**src/rtl/rst_seq_gen_pkg.sv**
```systemverilog
// Shared types and sizing helpers for the reset sequencer.
// Latency: n/a (declarations only).
// Backpressure: n/a.
package rst_seq_gen_pkg;

    typedef enum logic [1:0] {
        COLD     = 2'd0,
        WAIT_RDY = 2'd1,
        GAP      = 2'd2,
        RUN      = 2'd3
    } state_t;

    // Width of a counter that has to reach (max period - 1) for any timed phase.
    function automatic int cnt_width(input int cold, input int deb, input int gap, input int div);
        int m;
        m = cold;
        if (deb > m) m = deb;
        if (gap > m) m = gap;
        if (div > m) m = div;
        return (m < 2) ? 1 : $clog2(m);
    endfunction

endpackage

```
**src/rtl/rst_seq_sync.sv**
```systemverilog
// Two-flop synchroniser bank for asynchronous level inputs.
// Latency: 2 clock edges from input change to output.
// Backpressure: none; output follows input continuously.
module rst_seq_sync #(
    parameter int W = 1
) (
    input  logic         clk,
    input  logic         rst_n,
    input  logic [W-1:0] d,
    output logic [W-1:0] q
);

    logic [W-1:0] meta;

    // Two-stage capture; both stages clear asynchronously so ready reads low in reset.
    always_ff @(posedge clk or negedge rst_n) begin
        if (!rst_n) begin
            meta <= '0;
            q    <= '0;
        end else begin
            meta <= d;
            q    <= meta;
        end
    end

endmodule

```
**src/rtl/rst_seq_gen.sv**
```systemverilog
// Ordered multi-domain reset release with per-domain debounced ready, fault capture and a clock-enable divider.
// Latency: domain i releases COLD_CYCLES + (i+1)*DEBOUNCE + i*STAGE_GAP edges after reset; loss of ready reacts 1 edge after sync.
// Backpressure: none; a domain whose ready is missing simply stalls the sequence at that stage.
module rst_seq_gen
    import rst_seq_gen_pkg::*;
#(
    parameter int N_CH        = 4,
    parameter int COLD_CYCLES = 16384,
    parameter int DEBOUNCE    = 256,
    parameter int STAGE_GAP   = 64,
    parameter int DIV         = 2
) (
    input  logic                       clk200,
    input  logic                       sys_rst_n,
    input  logic                       soft_rst,
    input  logic [N_CH-1:0]            ch_ready,
    output logic [N_CH-1:0]            rst_out,
    output logic                       seq_done,
    output logic [$clog2(N_CH+1)-1:0]  cur_stage,
    output logic [N_CH-1:0]            fault,
    output logic                       ce_div
);

    localparam int SW = $clog2(N_CH + 1);
    localparam int CW = cnt_width(COLD_CYCLES, DEBOUNCE, STAGE_GAP, DIV);

    localparam logic [CW-1:0] COLD_LAST = CW'(COLD_CYCLES - 1);
    localparam logic [CW-1:0] DEB_LAST  = CW'(DEBOUNCE - 1);
    localparam logic [CW-1:0] GAP_LAST  = CW'(STAGE_GAP - 1);
    localparam logic [CW-1:0] DIV_LAST  = CW'(DIV - 1);

    state_t          state_q, state_d;
    logic [CW-1:0]   cnt_q, cnt_d;
    logic [CW-1:0]   div_q;
    logic            ce_q;
    logic [SW-1:0]   stage_q, stage_d;
    logic [N_CH-1:0] rst_q, rst_d;
    logic [N_CH-1:0] fault_q, fault_d;
    logic [N_CH-1:0] ready_s;
    logic [N_CH-1:0] lost;
    logic            sel_rdy;
    logic            acc;

    rst_seq_sync #(.W(N_CH)) u_sync (
        .clk   (clk200),
        .rst_n (sys_rst_n),
        .d     (ch_ready),
        .q     (ready_s)
    );

    // A released domain (reset low) whose synchronised ready has dropped.
    assign lost = ~rst_q & ~ready_s;

    // Synchronised ready of the stage currently being waited on.
    always_comb begin
        sel_rdy = 1'b0;
        for (int i = 0; i < N_CH; i++) begin
            if (stage_q == SW'(i)) sel_rdy = ready_s[i];
        end
    end

    // Free-running divider; unaffected by soft_rst so downstream enables never stutter.
    always_ff @(posedge clk200 or negedge sys_rst_n) begin
        if (!sys_rst_n) begin
            div_q <= '0;
            ce_q  <= 1'b0;
        end else begin
            div_q <= (div_q == DIV_LAST) ? '0 : div_q + CW'(1);
            ce_q  <= (div_q == DIV_LAST);
        end
    end

    // Sequencer state register; async reset puts every domain back into reset immediately.
    always_ff @(posedge clk200 or negedge sys_rst_n) begin
        if (!sys_rst_n) begin
            state_q <= COLD;
            cnt_q   <= '0;
            stage_q <= '0;
            rst_q   <= '1;
            fault_q <= '0;
        end else begin
            state_q <= state_d;
            cnt_q   <= cnt_d;
            stage_q <= stage_d;
            rst_q   <= rst_d;
            fault_q <= fault_d;
        end
    end

    // Next-state: soft_rst first, then loss of ready, then normal timed progress.
    always_comb begin
        state_d = state_q;
        cnt_d   = cnt_q;
        stage_d = stage_q;
        rst_d   = rst_q;
        fault_d = fault_q;
        acc     = 1'b0;
        if (soft_rst) begin
            state_d = COLD;
            cnt_d   = '0;
            stage_d = '0;
            rst_d   = '1;
            fault_d = '0;
        end else if ((state_q != COLD) && (|lost)) begin
            // Re-assert from the lowest lost domain upward so rst_out stays contiguous.
            fault_d = fault_q | lost;
            state_d = WAIT_RDY;
            cnt_d   = '0;
            for (int i = N_CH - 1; i >= 0; i--) begin
                if (lost[i]) stage_d = SW'(i);
            end
            for (int i = 0; i < N_CH; i++) begin
                acc      = acc | lost[i];
                rst_d[i] = rst_q[i] | acc;
            end
        end else begin
            case (state_q)
                COLD: begin
                    if (cnt_q == COLD_LAST) begin
                        state_d = WAIT_RDY;
                        cnt_d   = '0;
                        stage_d = '0;
                    end else begin
                        cnt_d = cnt_q + CW'(1);
                    end
                end
                WAIT_RDY: begin
                    if (!sel_rdy) begin
                        cnt_d = '0;
                    end else if (cnt_q == DEB_LAST) begin
                        cnt_d = '0;
                        for (int i = 0; i < N_CH; i++) begin
                            if (stage_q == SW'(i)) rst_d[i] = 1'b0;
                        end
                        if (stage_q == SW'(N_CH - 1)) begin
                            state_d = RUN;
                            stage_d = SW'(N_CH);
                        end else begin
                            state_d = GAP;
                        end
                    end else begin
                        cnt_d = cnt_q + CW'(1);
                    end
                end
                GAP: begin
                    if (cnt_q == GAP_LAST) begin
                        state_d = WAIT_RDY;
                        cnt_d   = '0;
                        stage_d = stage_q + SW'(1);
                    end else begin
                        cnt_d = cnt_q + CW'(1);
                    end
                end
                default: begin
                end
            endcase
        end
    end

    // Outputs are direct views of registered state, so they cannot glitch.
    always_comb begin
        rst_out   = rst_q;
        fault     = fault_q;
        cur_stage = stage_q;
        seq_done  = (state_q == RUN);
        ce_div    = ce_q;
    end

endmodule

```
**config.mk**
```make
export PLATFORM = sky130hd
export DESIGN_NAME = rst_seq_gen
export DESIGN_NICKNAME = d
export VERILOG_FILES = /design/src/rtl/rst_seq_gen_pkg.sv /design/src/rtl/rst_seq_sync.sv /design/src/rtl/rst_seq_gen.sv
export SDC_FILE = /design/constraint.sdc
export NUM_CORES = 1
export LEC_CHECK = 0
export ABC_AREA = 1
export BUFFER_PORTS_ARGS = -buffer_cell sky130_fd_sc_hd__buf_2
export CAP_MARGIN = 20
export CORE_MARGIN = 10
export CORE_UTILIZATION = 50
export CTS_BUF_LIST = sky130_fd_sc_hd__clkbuf_8 sky130_fd_sc_hd__clkbuf_16
export CTS_CLUSTER_DIAMETER = 30
export CTS_CLUSTER_SIZE = 12
export DETAILED_ROUTE_END_ITERATION = 6
export PLACE_DENSITY = 0.74
export SLEW_MARGIN = 30
export SYNTH_ARGS = -nofsm -noshare
export SYNTH_HDL_FRONTEND = slang
export SYNTH_SLANG_ARGS = --single-unit
```
**constraint.sdc**
```tcl
create_clock -name clk200 -period 2.7 [get_ports clk200]
set_input_delay 0.54 -clock clk200 [delete_from_list [all_inputs] [get_ports clk200]]
set_output_delay 0.54 -clock clk200 [all_outputs]
set_load 0.01 [all_outputs]
```
==> reports/metrics.cfg, run 1 <==
[outcome]
outcome = complete, no violations

[cts]
cts_made_buffers = 5
clock_sinks = 50
clk_latency_ps = 310
path_clk_slew_ps = 90
hold_buffers = 0
post_cts_buffers = 0
clockBufferDepth = 2
root_buffer = clkbuf_8
ctsResizeCount = 0
h-tree-depth = 2
cts_tree = done

[sta]
finClkSkew_ps = 11.29
tightest_slew_ps = 608.3
hold_viol = 0
slew_violations = 0
post-route-period-util_pct = 73.42
final.setup.tns_ps = 0
min_period_ps = 1982
rsz0062_at_grt = false
setup_violations = 0
fmax_mhz = 504.5
slew_headroom_pct = 59.45

[floorplanning]
die_w_um = 95.12
initial_core_util_pct = 51.24
die_h_um = 95.12
die-area_um2 = 9048
num_rows = 27
coreArea_um2 = 5507
io_pins = 20

[critical_path]
cp_data_arrival_time_ps = 2180
worstSetupEndpointType = flop
cp.required_ps = 2900
worst_r2r_startpoint = state_q[0]$_DFFE_PN0P_
crit_type = reg2reg
startpoint = state_q[0]$_DFFE_PN0P_
cp-start-kind = flop
critPathMaxFanout = 20

[global_route]
grt_pass1_wl_um = 9211
grt_pass1_vias = 2037
grt_max_degree = 51
grt_usage_pct = 12.42
antenna_found_initial = 0
grt_overflow = 0

[synth]
ys_seq_area_share_pct = 44.52
ys_warn_count = 0
syn-num-nets = 348
ys_seq_elements = 50
syn-cell-area_um2 = 2821
syn_inst = 329
yosysUniqueCellTypes = 37
synth.avg_cell_area_um2 = 8.576

[place]
hpwl_um = 3957
portBuffers = 19
place.gp.congestion = 0.9321
placed_area_um2 = 2983

[cells_and_area]
area_growth_pct = 9.667
utilization_pct = 56.19
drive_gt1_share_pct = 22.38
layout_commonest_cell = nand2_1
n_antenna_cell = 0
layout_common_cells = 54 x nand2_1, 46 x dfrtp_1, 44 x inv_1
post-route-cell-area_um2 = 3094
nets = 371

[drt]
routed_wl_um = 5198
detail_route.vias_per_cell = 5.038
vias = 2141
post_drt_wl_per_cell_um = 12.23
dr.pass1.iters = 4
drt_iter0_drc = 93
antenna_left = 0
drc = 0

[min_path]
hold_path_class = in2async

[pwr]
peakVddDrop_v = 0.0003193
leakage_uw = 0.001585
powerDensity_nw_per_um2 = 723.3

[run]
cap_violations = 0

report_power, final:
group	total, uW	switching, uW	internal [uW]
sequential	880	66.6	813
combinational	839	574	264
clock	520	245	274
critical path: stages, from the launching register on:
cell and delay (ps):
dfrtp_1 430, inv_1 90, ha_1 250, inv_1 130, nand2_4 150, nand3_2 370
nand3_1 210, xor2_1 200, nor2_2 50
sequential cells by signal, indices dropped and copies added, names as in the netlist:
register / cells
cnt_q: 14
div_q: 14
fault: 4
rst_out: 4
u_sync.meta: 4
u_sync.q: 4
cur_stage: 3
state_q: 2
ce_div: 1
layout make-up:
cell class | count | area (um^2)
Tap cell | 72 | 90.09
Clock inverter | 3 | 42.54
Timing Repair Buffer | 20 | 102.6
Sequential cell | 50 | 1256
Inverter | 50 | 191.4
Fill cell | 488 | 2412
Multi-Input combinational cell | 225 | 1343
Clock buffer | 5 | 68.82
final timing paths:
check / end / slack, ps / cells past startpoint
min in group clk200: u_sync.meta[2]$_DFF_PN0_ / 330 / 1
hold / removal: cur_stage[2]$_DFFE_PN0P_ / 320 / 2
max in group asynchronous: u_sync.meta[1]$_DFF_PN0_ / 1960 / 2
setup / recovery: cnt_q[7]$_DFFE_PN0P_ / 720 / 8
setup reg to reg: cnt_q[7]$_DFFE_PN0P_ / 720 / 8
hold reg to reg: u_sync.q[1]$_DFF_PN0_ / 360 / 0
metal layers:
| metal | GRT usage (%) | routed length [um] | part of all wire [%] | vias up |
|---|---|---|---|---|
| li1 | - | - | - | 1094 |
| met1 | 16.24 | 2496 | 48 | 997 |
| met2 | 19.72 | 2396 | 46 | 43 |
| met3 | 3.064 | 240 | 4.6 | 7 |
| met4 | 3.990 | 64 | 1.2 | 0 |
| met5 | 0 | 0 | 0 | - |
metrics by stage:
step	instances	worst slack, ps	hold slack (ps)	total power [uW]
after global placement	417	828.6	332.4	1710
after floorplan	329	1037	244.4	1546
after detailed placement	417	709.6	341.9	1731
after global routing	425	542.5	316.0	2411
after CTS	425	703.0	322.2	2257
final	425	717.8	317.6	2238
synthesized netlist by cell type:
cell type  instances  area (um^2)
ha_1              12        150.1
clkbuf_1           1        3.750
dfrtp_1           46         1151
nand4_1            7        43.79
dfstp_2            4        105.1
or2_1              1        6.260
nor4_1             1        6.260
nand2_4            3        33.78
nand2_1           54        202.7
and3_1             1        6.260
inv_1             43        161.4
xor2_1            16        140.1
nand3_1           25        125.1
a21oi_2            1        8.760
buf_6              2        22.52
a31oi_1            4        25.02
o21ai_0            6        30.03
o31ai_1            2        15.01
nor3_2             1        10.01
clkinv_2           1        5.000
clkinv_1           1        3.750
buf_2              1        5.000
inv_2              4        15.01
inv_4              1        6.260
a21oi_1           11        55.05
nand3b_4           1        20.02
o22a_1             1        8.760
nand2_2            6        37.54
o21ai_2            2        17.52
nor2_4             4        45.04
nor3_1             2        10.01
nand3_2            8        80.08
nor3b_1            1        7.510
nor2_1            32        120.1
o21ai_1            6        30.03
o21a_1             1        7.510
nor2_2            16        100.1
cells by family (layout without fill, tap and decap cells):
kind of cell               after synthesis  count (layout)  synth area share [%]
adders and majority gates               12              12                 5.321
DFF                                     50              50                 44.52
xor gates and xnor gates                16              16                 4.967
buffers and inverters                   54              78                 7.893
and+or+nand+nor                        163             163                 30.29
AOI/OAI and AO/OA                       34              34                 7.007
(Power assumes the default switching activity.)
==> inputs of run 2 (changes only) <==
--- a/config.mk
+++ b/config.mk
@@ -14,7 +14,7 @@
 export CTS_CLUSTER_DIAMETER = 30
 export CTS_CLUSTER_SIZE = 12
 export DETAILED_ROUTE_END_ITERATION = 6
-export PLACE_DENSITY = 0.74
+export PLACE_DENSITY = 0.77
 export SLEW_MARGIN = 30
 export SYNTH_ARGS = -nofsm -noshare
 export SYNTH_HDL_FRONTEND = slang
==> constraint.sdc (replaced) <==
create_clock -name clk200 -period 1.72 [get_ports clk200]
set_input_delay 0.344 -clock clk200 [delete_from_list [all_inputs] [get_ports clk200]]
set_output_delay 0.344 -clock clk200 [all_outputs]
set_load 0.01 [all_outputs]
==> reports/metrics.cfg, run 2 (same netlist as run 1, synthesis figures left out) <==
[pwr]
leakage_uw = 0.001769  ; was 0.001585 uW
peakVddDrop_v = 0.0006699  ; was 0.0003193 V
total_power_uw = 4340  ; was 2238 uW
powerDensity_nw_per_um2 = 1207  ; was 723.3 nW/um^2

[sta]
hold_viol = 3  ; was 0
fmax_mhz = 568.1  ; was 504.5 MHz
final.setup.tns_ps = -121.4  ; was 0 ps
finClkSkew_ps = 9.567  ; was 11.29 ps
slew_headroom_pct = 79.47  ; was 59.45%
rsz0062_at_grt = true  ; was false
tightest_slew_ps = 304.7  ; was 608.3 ps
setup_violations = 8  ; was 0
whs_ps = -7.572  ; was 317.6 ps
min_period_ps = 1760  ; was 1982 ps
post-route-period-util_pct = 102.3  ; was 73.42%
setup_slack_ps = -40.10  ; was 717.8 ps
slew_violations = 0  ; unchanged

[drt]
drt_iter0_drc = 98  ; was 93
dr.pass1.iters = 4  ; unchanged
routed_wl_um = 6385  ; was 5198 um
antenna_left = 0  ; unchanged
drc = 0  ; unchanged
post_drt_wl_per_cell_um = 14.03  ; was 12.23 um
vias = 2354  ; was 2141
detail_route.vias_per_cell = 5.174  ; was 5.038

[min_path]
hold_path_class = in2async  ; unchanged

[critical_path]
crit_chain = inv_2, ha_4, inv_2, nor2_4, nand2_2, nand3_2, nand2_2, nand2_4, buf_4, buf_4, nand4_1, nand3_1, nand3_2  ; was inv_1, ha_1, inv_1, nand2_4, nand3_2, nand3_1, xor2_1, nor2_2
cp_data_arrival_time_ps = 2000  ; was 2180 ps
cp-start-kind = flop  ; unchanged
startpoint = cur_stage[1]$_DFFE_PN0P_  ; was state_q[0]$_DFFE_PN0P_
r2r_end = rst_out[2]$_DFFE_PN1P_  ; was cnt_q[7]$_DFFE_PN0P_
rr_worst_depth = 13  ; was 8
max_stage_delay_ps = 470  ; was 430 ps
worst_r2r_startpoint = cur_stage[1]$_DFFE_PN0P_  ; was state_q[0]$_DFFE_PN0P_
worstSetupEndpointType = flop  ; unchanged
crit_type = reg2reg  ; unchanged
crit_end = rst_out[2]$_DFFE_PN1P_  ; was cnt_q[7]$_DFFE_PN0P_
slowest_stage = dfrtp_2  ; was dfrtp_1
critPathMaxFanout = 5  ; was 20
cp.required_ps = 1960  ; was 2900 ps
ff2ff_setup_slack_ps = -40  ; was 720 ps

[cells_and_area]
reg.largest.list = cnt_q (14), div_q (14)  ; unchanged
fin_cells = 455  ; was 425
layout_common_cells = 47 x nand2_1, 43 x dfrtp_1, 38 x inv_1  ; was 54 x nand2_1, 46 x dfrtp_1, 44 x inv_1
nets = 401  ; was 371
n_fill_cell = 421  ; was 488
layout_commonest_cell = nand2_1  ; unchanged
n_antenna_cell = 0  ; unchanged
drive_gt1_share_pct = 38.38  ; was 22.38%
area_growth_pct = 27.45  ; was 9.667%
utilization_pct = 65.30  ; was 56.19%

[floorplanning]
coreArea_um2 = 5507  ; unchanged
num_rows = 27  ; unchanged
die-area_um2 = 9048  ; unchanged
initial_core_util_pct = 51.24  ; unchanged
die_w_um = 95.12  ; unchanged
die_h_um = 95.12  ; unchanged
io_pins = 20  ; unchanged

[place]
placed_cells = 427  ; was 417
portBuffers = 19  ; unchanged
hpwl_um = 4061  ; was 3957 um
place.gp.congestion = 0.8743  ; was 0.9321

[global_route]
grt_usage_pct = 13.25  ; was 12.42%
grt_max_degree = 51  ; unchanged
antenna_found_initial = 0  ; unchanged
grt_pass1_vias = 2150  ; was 2037
grt_pass1_wl_um = 9708  ; was 9211 um
grt_overflow = 0  ; unchanged

[cts]
clockBufferDepth = 2  ; unchanged
root_buffer = clkbuf_8  ; unchanged
clock_sinks = 50  ; unchanged
cts_made_buffers = 5  ; unchanged
path_clk_slew_ps = 100  ; was 90 ps
clk_latency_ps = 310  ; about the same
cts_tree = done  ; unchanged
h-tree-depth = 2  ; unchanged

[run]
cap_violations = 0  ; unchanged

[outcome]
violations = negative hold slack, negative setup slack
outcome = finished with violations  ; was complete, no violations

## run 2: worst max-delay path: cells and delay by family, from the launching register on
family | cells | cell delay (ps)
fa+ha+maj | 1 | 140
flops | 1 | 470
simple gates | 8 | 690
buf+inv | 4 | 360
## run 2: layout make-up
class                      instances  area (um^2)  share of cell area [%]
multi-input combinational        225         1539                   42.80
clock buffer                       5        68.82                   1.914
inverter                          50        193.9                   5.393
sequential                        50         1260                   35.04
timing repair buffer              50        395.4                   11.00
clock inverter                     3        48.80                   1.357
tap                               72        90.09                   2.505
## run 2: worst min path at each step
stage,to,slack (ps),cells past startpoint,from
4_1_cts,cur_stage[1]$_DFFE_PN0P_,10,2,sys_rst_n
2_1_floorplan,ce_div$_DFF_PN0_,50,0,sys_rst_n
3_5_place_dp,u_sync.q[0]$_DFF_PN0_,340,0,u_sync.meta[0]$_DFF_PN0_
3_3_place_gp,u_sync.q[0]$_DFF_PN0_,340,0,u_sync.meta[0]$_DFF_PN0_
5_1_grt,cur_stage[1]$_DFFE_PN0P_,10,2,sys_rst_n
6_report,state_q[0]$_DFFE_PN0P_,-8,2,sys_rst_n
## run 2: through the flow
step	setup slack, ps	instance area [um^2]
after global placement	3.157	3083
after global routing	-136.5	3596
after detailed placement	-73.43	3083
final	-40.10	3596
after CTS	3.611	3284
after floorplan	57.03	2821
## run 2: report_power, final
group	total, uW	internal [uW]	switching (uW)	leakage (uW)
registers	1400	1280	116	0.000653
logic	2080	881	1200	0.00106
clock network	862	443	419	0.0000563
total	4340	2610	1730	0.00177
## run 2: metal layers
metal	global-route usage, %	vias up	part of all wire [%]
met2	22.05	45	51
li1	-	1149	-
met1	16.52	1150	43
met3	3.614	10	4.7
met4	3.616	0	1.2
met5	0	-	0
## run 2: what timing repair did
action | CTS | global route
resized for setup | 13 | 40
gates cloned | 0 | 2
pin swaps | 10 | 24
setup endpoints to repair | 19 | 24
setup buffers | 6 | 12
hold buffers | 0 | 0
==> inputs of run 3 (changes only) <==
--- a/config.mk
+++ b/config.mk
@@ -8,6 +8,7 @@
 export ABC_AREA = 1
 export BUFFER_PORTS_ARGS = -buffer_cell sky130_fd_sc_hd__buf_2
 export CAP_MARGIN = 20
+export CORE_ASPECT_RATIO = 1.25
 export CORE_MARGIN = 10
 export CORE_UTILIZATION = 50
 export CTS_BUF_LIST = sky130_fd_sc_hd__clkbuf_8 sky130_fd_sc_hd__clkbuf_16
==> reports/metrics.cfg, run 3 (same netlist as run 1, synthesis figures left out) <==
[global_route]
antenna_found_initial = 0  ; unchanged
grt_usage_pct = 12.31  ; was 13.25%
grt_max_degree = 22  ; was 51
grt_overflow = 0  ; unchanged
grt_pass1_vias = 2131  ; was 2150
grt_pass1_wl_um = 9349  ; was 9708 um

[place]
place_ws_ps = -80.35  ; was -73.43 ps
place.gp.congestion = 0.8695  ; was 0.8743
portBuffers = 19  ; unchanged
hpwl_um = 4186  ; was 4061 um

[cells_and_area]
multiInputGateArea_um2 = 1480  ; was 1539 um^2
layout_commonest_cell = nand2_1  ; unchanged
seq_area_um2 = 1260  ; unchanged
n_antenna_cell = 0  ; unchanged
nets = 393  ; was 401
area_growth_pct = 20.09  ; was 27.45%
drive_gt1_share_pct = 33.60  ; was 38.38%
layout_common_cells = 49 x nand2_1, 43 x dfrtp_1, 39 x inv_1  ; was 47 x nand2_1, 43 x dfrtp_1, 38 x inv_1
n_fill_cell = 468  ; was 421
reg.largest.list = cnt_q (14), div_q (14)  ; unchanged

[drt]
drt_iter0_drc = 139  ; was 98
drc = 0  ; unchanged
post_drt_wl_per_cell_um = 13.42  ; was 14.03 um
routed_wl_um = 5890  ; was 6385 um
detail_route.vias_per_cell = 5.205  ; was 5.174
dr.pass1.iters = 5  ; was 4
vias = 2285  ; was 2354
antenna_left = 0  ; unchanged

[pwr]
switching_share_pct = 41.21  ; was 39.96%
leakage_uw = 0.001686  ; was 0.001769 uW
seqPwrFrac_pct = 35.6  ; was 32.2%
powerDensity_nw_per_um2 = 1161  ; was 1207 nW/um^2
combPwrFrac_pct = 47.3  ; was 47.9%
power.switching_uw = 1621  ; was 1735 uW
power.internal_uw = 2312  ; was 2606 uW
clkPwrFrac_pct = 17.1  ; was 19.9%
peakVddDrop_v = 0.0006396  ; was 0.0006699 V

[floorplanning]
initial_core_util_pct = 51.84  ; was 51.24%
io_pins = 20  ; unchanged
die-area_um2 = 9066  ; was 9048 um^2
die_h_um = 104.0  ; was 95.12 um
coreArea_um2 = 5443  ; was 5507 um^2
num_rows = 30  ; was 27
die_w_um = 87.19  ; was 95.12 um

[sta]
hold_viol = 0  ; was 3
setup_slack_ps = -23.17  ; was -40.10 ps
slew_headroom_pct = 70.63  ; was 79.47%
setup_violations = 5  ; was 8
rsz0062_at_grt = true  ; unchanged
slew_violations = 0  ; unchanged
tightest_slew_ps = 440.5  ; was 304.7 ps
finClkSkew_ps = 8.756  ; was 9.567 ps
min_period_ps = 1743  ; was 1760 ps
post-route-period-util_pct = 101.3  ; was 102.3%
whs_ps = 133.8  ; was -7.572 ps
fmax_mhz = 573.7  ; was 568.1 MHz

[critical_path]
cp-start-kind = flop  ; unchanged
worstSetupEndpointType = flop  ; unchanged
critPathMaxFanout = 5  ; unchanged
startpoint = cur_stage[1]$_DFFE_PN0P_  ; unchanged
worst_r2r_startpoint = cur_stage[1]$_DFFE_PN0P_  ; unchanged
cp_data_arrival_time_ps = 1970  ; was 2000 ps
cp.required_ps = 1950  ; was 1960 ps
crit_type = reg2reg  ; unchanged

[cts]
clockBufferDepth = 2  ; unchanged
cts_made_buffers = 5  ; unchanged
h-tree-depth = 2  ; unchanged
clock_sinks = 50  ; unchanged
path_clk_slew_ps = 90  ; was 100 ps
cts_tree = done  ; unchanged
clk_latency_ps = 310  ; about the same
root_buffer = clkbuf_8  ; unchanged

[min_path]
hp-start = ch_ready[3]
hold_path_class = in2reg  ; was in2async

[outcome]
outcome = finished with violations  ; unchanged
violations = negative setup slack  ; was negative hold slack, negative setup slack

[run]
cap_violations = 0  ; unchanged

[run 3: cell type report]
| type | instances | share of cell area, % |
|---|---|---|
| clock buffers | 5 | 2.031 |
| clock inverters | 3 | 0.5539 |
| inverters | 50 | 5.724 |
| multi-input cells | 225 | 43.69 |
| flip-flops and latches | 50 | 37.19 |
| well taps | 64 | 2.363 |
| repair buffers | 42 | 8.456 |
[run 3: power groups by stage]
stage          combinational (uW)  sequential, uW  clock, uW
6_report                     1860            1400        671
4_1_cts                      1540            1370        693
3_3_place_gp                 1410            1380          0
3_5_place_dp                 1430            1380          0
2_1_floorplan                1030            1400          0
5_1_grt                      2030            1410        739
[run 3: repair_timing]
| item | in CTS | in global routing |
|---|---|---|
| pin swaps | 5 | 11 |
| gates resized for setup | 11 | 28 |
| setup buffers | 4 | 8 |
| hold buffers | 1 | 0 |
| endpoints found under the hold margin | 14 | 0 |
| setup endpoints to repair | 13 | 21 |
[run 3: critical path, cell delays in order (launching register included)]
cell and delay [ps]:
dfrtp_2 480, inv_2 100, ha_4 120, inv_2 40, nor2_4 130, nand2_1 60, nand3_1 90, nand2_2 70
nand2_4 80, nand2_1 110, o31ai_1 280, nand2_1 90
[run 3: per-stage QoR]
stage | area [um^2] | util (%) | std cells | setup TNS [ps] | total power, uW
after floorplan | 2821 | - | 329 | 0 | 2428
after global placement | 3053 | 56.09 | 418 | -14.09 | 2791
after detailed placement | 3053 | 56.09 | 418 | -428.5 | 2810
after CTS | 3209 | 58.97 | 431 | -2.483 | 3599
after global routing | 3388 | 62.25 | 439 | -1384 | 4181
final | 3388 | 62.25 | 439 | -54.38 | 3933
[run 3: metal layers]
| metal | vias to the layer above | GRT usage [%] | share of wire [%] |
|---|---|---|---|
| met3 | 12 | 3.213 | 4.4 |
| met5 | - | 0 | 0 |
| met1 | 1087 | 14.45 | 40 |
| met2 | 54 | 20.74 | 53 |
| met4 | 0 | 4.338 | 2.1 |
| li1 | 1132 | - | - |
[run 3: path summary, 6_finish.rpt]
kind	cells past startpoint	slack, ps	endpoint
min reg2reg	0	360	u_sync.q[2]$_DFF_PN0_
min in group asynchronous	2	510	state_q[0]$_DFFE_PN0P_
min	1	130	u_sync.meta[3]$_DFF_PN0_
max	11	-20	rst_out[3]$_DFFE_PN1P_
max in group asynchronous	3	650	rst_out[0]$_DFFE_PN1P_
max reg2reg	11	-20	rst_out[3]$_DFFE_PN1P_
